===== src/rtl/display_scene_ctrl_pkg.sv =====
// display_scene_ctrl_pkg: scene encoding, RGB565 colours and scene helpers for the display path
package display_scene_ctrl_pkg;
    typedef enum logic [1:0] {
        SCENE_TITLE = 2'd0,
        SCENE_PLAY  = 2'd1,
        SCENE_WIN   = 2'd2,
        SCENE_LOSE  = 2'd3
    } scene_t;
    localparam logic [15:0] BLACK = 16'h0000;
    localparam logic [15:0] WHITE = 16'hFFFF;
    localparam logic [15:0] RED   = 16'hF800;
    function automatic logic is_end(scene_t s);
        return s == SCENE_WIN || s == SCENE_LOSE;
    endfunction
endpackage


===== src/rtl/display_scene_ctrl_if.sv =====
// display_scene_ctrl_if: pixel position, game events, per-scene pixels and scene status
interface display_scene_ctrl_if;
    import display_scene_ctrl_pkg::*;
    logic [9:0]  pix_x;
    logic [9:0]  pix_y;
    logic        start_req;
    logic        win_evt;
    logic        lose_evt;
    logic [15:0] play_pix;
    logic [15:0] win_pix;
    logic [15:0] lose_pix;
    logic [15:0] pix_data;
    scene_t      scene;
    logic        game_run;
    logic        restart_ok;
    modport master (
        output pix_x, pix_y, start_req, win_evt, lose_evt, play_pix, win_pix, lose_pix,
        input  pix_data, scene, game_run, restart_ok
    );
    modport slave (
        input  pix_x, pix_y, start_req, win_evt, lose_evt, play_pix, win_pix, lose_pix,
        output pix_data, scene, game_run, restart_ok
    );
endinterface


===== src/rtl/display_scene_ctrl_frame_tick.sv =====
// display_scene_ctrl_frame_tick: (0,0) entry detector plus an 8-bit frame counter saturating at lim_i
module display_scene_ctrl_frame_tick (
    input  logic       clk,
    input  logic       rst,
    input  logic [9:0] pix_x_i,
    input  logic [9:0] pix_y_i,
    input  logic       clr_i,
    input  logic [7:0] lim_i,
    output logic       fs_o,
    output logic       sat_o
);
    logic       at00;
    logic       was_q;
    logic [7:0] cnt_q, cnt_d;
    // frame start on entry to (0,0); clear wins over counting
    always_comb begin
        at00  = pix_x_i == 10'd0 && pix_y_i == 10'd0;
        fs_o  = at00 && !was_q;
        sat_o = cnt_q == lim_i;
        cnt_d = clr_i ? 8'd0 : (fs_o && !sat_o) ? cnt_q + 8'd1 : cnt_q;
    end
    // was-(0,0) flag resets high so releasing reset at (0,0) is not a frame start
    always_ff @(posedge clk or posedge rst) begin
        if (rst) begin
            was_q <= 1'b1;
            cnt_q <= 8'd0;
        end else begin
            was_q <= at00;
            cnt_q <= cnt_d;
        end
    end
endmodule


===== src/rtl/display_scene_ctrl.sv =====
// display_scene_ctrl: frame-synchronous scene sequencer and per-scene pixel mux
module display_scene_ctrl
    import display_scene_ctrl_pkg::*;
#(
    parameter int H_ACTIVE     = 640,
    parameter int V_ACTIVE     = 480,
    parameter int HOLD_FRAMES  = 120,
    parameter int BLINK_FRAMES = 30
) (
    input  logic                 vga_clk,
    input  logic                 sys_rst,
    display_scene_ctrl_if.slave  bus
);
    scene_t      st_q, st_d;
    logic [2:0]  pend_q, pend_d, pend;
    logic        blink_q, blink_d, game_run_q;
    logic        fs, fs_b, sat_h, sat_b, clr_h, clr_b, wrap;
    logic [15:0] pix_q, pix_d;

    display_scene_ctrl_frame_tick u_hold (
        .clk(vga_clk), .rst(sys_rst), .pix_x_i(bus.pix_x), .pix_y_i(bus.pix_y),
        .clr_i(clr_h), .lim_i(8'(HOLD_FRAMES)), .fs_o(fs), .sat_o(sat_h)
    );

    display_scene_ctrl_frame_tick u_blink (
        .clk(vga_clk), .rst(sys_rst), .pix_x_i(bus.pix_x), .pix_y_i(bus.pix_y),
        .clr_i(clr_b), .lim_i(8'(BLINK_FRAMES - 1)), .fs_o(fs_b), .sat_o(sat_b)
    );

    // pend = {start, win, lose}; events in the frame-start cycle itself count, then everything clears
    always_comb begin
        pend    = pend_q | {bus.start_req, bus.win_evt, bus.lose_evt};
        pend_d  = fs ? 3'b000 : pend;
        st_d    = !fs                  ? st_q :
                  st_q == SCENE_TITLE  ? (pend[2] ? SCENE_PLAY : SCENE_TITLE) :
                  st_q == SCENE_PLAY   ? (pend[0] ? SCENE_LOSE : pend[1] ? SCENE_WIN : SCENE_PLAY) :
                  (pend[2] && sat_h)   ? SCENE_PLAY : st_q;
        clr_h   = !is_end(st_q) || st_d != st_q;
        wrap    = fs_b && sat_b;
        clr_b   = st_q != SCENE_TITLE || wrap;
        blink_d = st_q == SCENE_TITLE && (blink_q ^ wrap);
        pix_d   = (bus.pix_x >= 10'(H_ACTIVE) || bus.pix_y >= 10'(V_ACTIVE)) ? BLACK :
                  st_d == SCENE_TITLE ? (blink_d ? bus.play_pix : BLACK) :
                  st_d == SCENE_PLAY  ? bus.play_pix :
                  st_d == SCENE_WIN   ? bus.win_pix : bus.lose_pix;
    end

    // scene, pending events, blink phase and pixel register
    always_ff @(posedge vga_clk or posedge sys_rst) begin
        if (sys_rst) begin
            st_q       <= SCENE_TITLE;
            pend_q     <= 3'b000;
            blink_q    <= 1'b0;
            game_run_q <= 1'b0;
            pix_q      <= BLACK;
        end else begin
            st_q       <= st_d;
            pend_q     <= pend_d;
            blink_q    <= blink_d;
            game_run_q <= st_d == SCENE_PLAY;
            pix_q      <= pix_d;
        end
    end

    assign bus.scene      = st_q;
    assign bus.game_run   = game_run_q;
    assign bus.restart_ok = is_end(st_q) && sat_h;
    assign bus.pix_data   = pix_q;
endmodule

===== src/flat_wrapper.sv =====
// flat-port wrapper written by rule: the top's interface ports become plain ports
module display_scene_ctrl_flat import display_scene_ctrl_pkg::*;
#(
    parameter int H_ACTIVE     = 640,
    parameter int V_ACTIVE     = 480,
    parameter int HOLD_FRAMES  = 120,
    parameter int BLINK_FRAMES = 30
)
  (vga_clk, sys_rst, bus_pix_x, bus_pix_y, bus_start_req, bus_win_evt, bus_lose_evt, bus_play_pix, bus_win_pix, bus_lose_pix, bus_pix_data, bus_scene, bus_game_run, bus_restart_ok);
  display_scene_ctrl_if bus_i ();
  input  logic vga_clk;
  input  logic sys_rst;
  input wire logic [$bits(bus_i.pix_x)-1:0] bus_pix_x;
  input wire logic [$bits(bus_i.pix_y)-1:0] bus_pix_y;
  input wire logic [$bits(bus_i.start_req)-1:0] bus_start_req;
  input wire logic [$bits(bus_i.win_evt)-1:0] bus_win_evt;
  input wire logic [$bits(bus_i.lose_evt)-1:0] bus_lose_evt;
  input wire logic [$bits(bus_i.play_pix)-1:0] bus_play_pix;
  input wire logic [$bits(bus_i.win_pix)-1:0] bus_win_pix;
  input wire logic [$bits(bus_i.lose_pix)-1:0] bus_lose_pix;
  output wire logic [$bits(bus_i.pix_data)-1:0] bus_pix_data;
  output wire logic [$bits(bus_i.scene)-1:0] bus_scene;
  output wire logic [$bits(bus_i.game_run)-1:0] bus_game_run;
  output wire logic [$bits(bus_i.restart_ok)-1:0] bus_restart_ok;
  assign bus_i.pix_x = bus_pix_x;
  assign bus_i.pix_y = bus_pix_y;
  assign bus_i.start_req = bus_start_req;
  assign bus_i.win_evt = bus_win_evt;
  assign bus_i.lose_evt = bus_lose_evt;
  assign bus_i.play_pix = bus_play_pix;
  assign bus_i.win_pix = bus_win_pix;
  assign bus_i.lose_pix = bus_lose_pix;
  assign bus_pix_data = bus_i.pix_data;
  assign bus_scene = bus_i.scene;
  assign bus_game_run = bus_i.game_run;
  assign bus_restart_ok = bus_i.restart_ok;
  display_scene_ctrl #(.H_ACTIVE(H_ACTIVE), .V_ACTIVE(V_ACTIVE), .HOLD_FRAMES(HOLD_FRAMES), .BLINK_FRAMES(BLINK_FRAMES)) u_core (.vga_clk(vga_clk), .sys_rst(sys_rst), .bus(bus_i));
endmodule

===== config.mk =====
export PLATFORM = sky130hd
export DESIGN_NAME = display_scene_ctrl_flat
export DESIGN_NICKNAME = d
export VERILOG_FILES = /design/src/rtl/display_scene_ctrl_pkg.sv /design/src/rtl/display_scene_ctrl_if.sv /design/src/rtl/display_scene_ctrl_frame_tick.sv /design/src/rtl/display_scene_ctrl.sv /design/src/flat_wrapper.sv
export SDC_FILE = /design/constraint.sdc
export NUM_CORES = 1
export LEC_CHECK = 0
export BUFFER_PORTS_ARGS = -buffer_cell sky130_fd_sc_hd__buf_2
export CORE_MARGIN = 4
export CORE_UTILIZATION = 52
export CTS_CLUSTER_SIZE = 10
export DETAILED_ROUTE_END_ITERATION = 10
export PLACE_DENSITY = 0.85
export SLEW_MARGIN = 20
export SYNTH_ARGS = -nofsm -noshare
export SYNTH_HDL_FRONTEND = slang
export SYNTH_SLANG_ARGS = --single-unit
export TNS_END_PERCENT = 20

===== constraint.sdc =====
create_clock -name vga_clk -period 5.8 [get_ports vga_clk]
set_input_delay 0.29 -clock vga_clk [delete_from_list [all_inputs] [get_ports vga_clk]]
set_output_delay 0.29 -clock vga_clk [all_outputs]
set_load 0.02 [all_outputs]

==> flow_summary.toml <==
[detailed_routing]
drt_iter0_drc = 162
dr_total_vias = 1893
vias_per_cell = 5.424
postRouteAntennaNets = 0
wirelength_mm = 5.404
drt-wirelength-per-cell_um = 15.48
drc = 0
firstDrtPassIters = 4

[global_routing]
grt_first_pass_wirelength_mm = 8.949
overflow = 0
antenna_found_initial = 0
grt_pass1_vias = 1970
grt_max_degree = 41
gr-usage-all-layers = 0.2126

[critical_path]
required_ns = 5.99
crit_path_end_kind = "flip-flop"
crit_fanout = 19
critPathKind = "flip-flop to flip-flop"
arrival_ns = 2.89
start_kind = "flip-flop"

[clock_network]
cts_sinks = 40
clock_latency_ns = 0.28
cts_tree = "yes"
clock_path_buffers = 2
cts_buffers = 5
cts_root_buf = "clkbuf_8"
cts_hold_buf = 0
post-cts-setup-buffers = 0
post_cts_resized = 0
cts_htree_levels = 2
path_clk_slew_ns = 0.08

[sta]
min_period_ns = 2.699
setup_violations = 0
relSlewSlack = 0.4836
drv_slew = 0
timing.final.crit_share = 0.4653
setup-tns-final_ns = 0
rsz0062_at_grt = "no"
skew_ns = 0.003427
hold_viol = 0
fmax_mhz = 370.5
worstMarginPinSlew_ns = 0.7719

[pwr]
swShare = 0.2381
power_uw = 505.4
p_int_uw = 385.1
clkPwrFrac = 0.359
p_leak_uw = 0.001298
ir_worst_vdd_mv = 0.1406
seqPwrFrac = 0.551
p_sw_uw = 120.3
p_comb_frac = 0.090
pwr_density_cell_nw_per_um2 = 179.5

[layout]
multiInputGateArea_um2 = 1165
nNetsFinal = 375
syn_to_final_growth_pct = 25.00
fillerInstances = 316
drive_gt1_frac = 0.4448
regArea_um2 = 1002
num_antenna_cells = 0
final_core_util = 0.6889

[synthesis]
yosys-top-cells-count = "dfrtp_1, nand2_1, nor2_1"
syn_avg_cell_area_um2 = 11.09
synth-seq-cells = 40
synth_top_area_cell = "dfrtp_1"
synth_cell_type_count = 42
ys.flop_type = "dfrtp_1"
async_flop_share = 1.000
yosysMostFrequentCell = "dfrtp_1"
syn_inst = 203
ys_warn_count = 0
synth.area.top_cells = "dfrtp_1, mux2i_1, o22ai_2"
synth_top_cell_area_share = 0.4333
syn_nets = 280
synth_area_um2 = 2252
seq_area_frac_synth = 0.4450
synth_edf_count = 0

[min_path]
hold_path_class = "input port to asynchronous set/reset pin"

[die]
die_h_um = 73.81
die-area_um2 = 5448
io_pins = 93
fp-row-count = 23
dieWidth_um = 73.81
start_util = 0.5511
fp.coreArea_um2 = 4086

[placed_design]
gp_congestion = 0.7822
dp_hpwl_mm = 4.166
io_buffers = 92

[run_status]
outcome = "complete, no violations"

[flow_run]
drv_cap = 0
==> power groups by stage <==
stage	logic, uW	clock network, uW	registers (uW)
5_1_grt	51.0	197	279
3_5_place_dp	45.5	0	284
2_1_floorplan	15.6	0	284
3_3_place_gp	43.8	0	284
6_report	45.3	182	279
4_1_cts	45.6	182	279
==> critical path, cell delays in order, from the launching register on <==
cell	delay (ns)
dfrtp_1	0.42
inv_1	0.07
ha_1	0.14
nand2_1	0.06
or3_4	0.37
a2111oi_4	0.42
a2bb2oi_2	0.20
buf_4	0.33
a32oi_4	0.34
o22ai_1	0.25
==> sequential cells by signal, indices dropped and copies added, names as in the netlist <==
register,flops
u_core.blink_q,1
u_core.bus.game_run,1
u_core.bus.pix_data,16
u_core.bus.scene,2
u_core.pend_q,3
u_core.u_blink.cnt_q,8
u_core.u_hold.cnt_q,8
u_core.u_hold.was_q,1
==> logic make-up (layout without fill, tap and decap cells) <==
| family | count (synthesis) | in the layout | share of synthesized area |
|---|---|---|---|
| flops | 40 | 40 | 0.4450 |
| xor+xnor | 12 | 12 | 0.05001 |
| simple gates | 86 | 86 | 0.2083 |
| mux | 17 | 17 | 0.07555 |
| buf+inv | 12 | 108 | 0.03889 |
| compound gates | 32 | 32 | 0.1600 |
| fa+ha+maj | 4 | 4 | 0.02222 |
==> cell type report <==
| class | count | share of cell area |
|---|---|---|
| Multi-Input combinational cell | 151 | 0.4138 |
| Sequential cell | 40 | 0.3560 |
| Timing Repair Buffer | 94 | 0.1689 |
| Clock buffer | 5 | 0.02444 |
| Tap cell | 50 | 0.02222 |
| Inverter | 6 | 0.008000 |
| Clock inverter | 3 | 0.006667 |
==> through the flow <==
step                area [um2]  hold WS [ns]  setup WS, ns  std cells
global placement          2725        0.4280         3.218        341
floorplan                 2252        0.4021         3.555        203
global route              2815        0.1629         2.993        349
finish                    2815        0.1147         3.101        349
CTS                       2813        0.1334         3.116        349
detailed placement        2725        0.4423         3.143        341
==> final timing paths <==
check / from / endpoint / depth (start not counted) / slack [ns]
hold reg to reg: u_core.pend_q[0]$_DFF_PP0_ / u_core.pend_q[0]$_DFF_PP0_ / 2 / 0.54
max in group asynchronous: sys_rst / u_core.u_hold.was_q$_DFF_PP1_ / 3 / 5.32
min in group vga_clk: bus_pix_x[3] / u_core.u_hold.was_q$_DFF_PP1_ / 4 / 0.21
setup reg to reg: u_core.u_hold.cnt_q[0]$_DFFE_PP0P_ / u_core.bus.pix_data[3]$_DFF_PP0_ / 9 / 3.10
setup / recovery: u_core.u_hold.cnt_q[0]$_DFFE_PP0P_ / u_core.bus.pix_data[3]$_DFF_PP0_ / 9 / 3.10
hold / removal: sys_rst / u_core.bus.game_run$_DFF_PP0_ / 3 / 0.11
==> metal layers <==
metal,up-vias,global-route usage,routed length [um],part of all wire
li1,918,-,-,-
met4,0,0.06439,106,0.020
met3,12,0.06977,440,0.081
met2,67,0.3789,2813,0.52
met5,-,0,0,0
met1,896,0.2388,2043,0.38
==> cell usage in the layout, fill, tap and decap left out, types with 4 or more instances in the layout <==
| cell | Yosys | final |
|---|---|---|
| nor3_1 | 4 | 4 |
| o22ai_1 | 5 | 5 |
| xor2_1 | 8 | 8 |
| o22ai_2 | 11 | 11 |
| clkbuf_8 | 0 | 5 |
| o21ai_0 | 4 | 4 |
| a21oi_1 | 4 | 4 |
| nor4_2 | 4 | 4 |
| ha_1 | 4 | 4 |
| nor2_1 | 23 | 22 |
| mux2i_1 | 17 | 17 |
| inv_1 | 6 | 6 |
| dfrtp_1 | 39 | 39 |
| nor4_1 | 4 | 4 |
| nand2_1 | 26 | 26 |
| buf_2 | 0 | 92 |
Power figures use the tool's default switching activity.
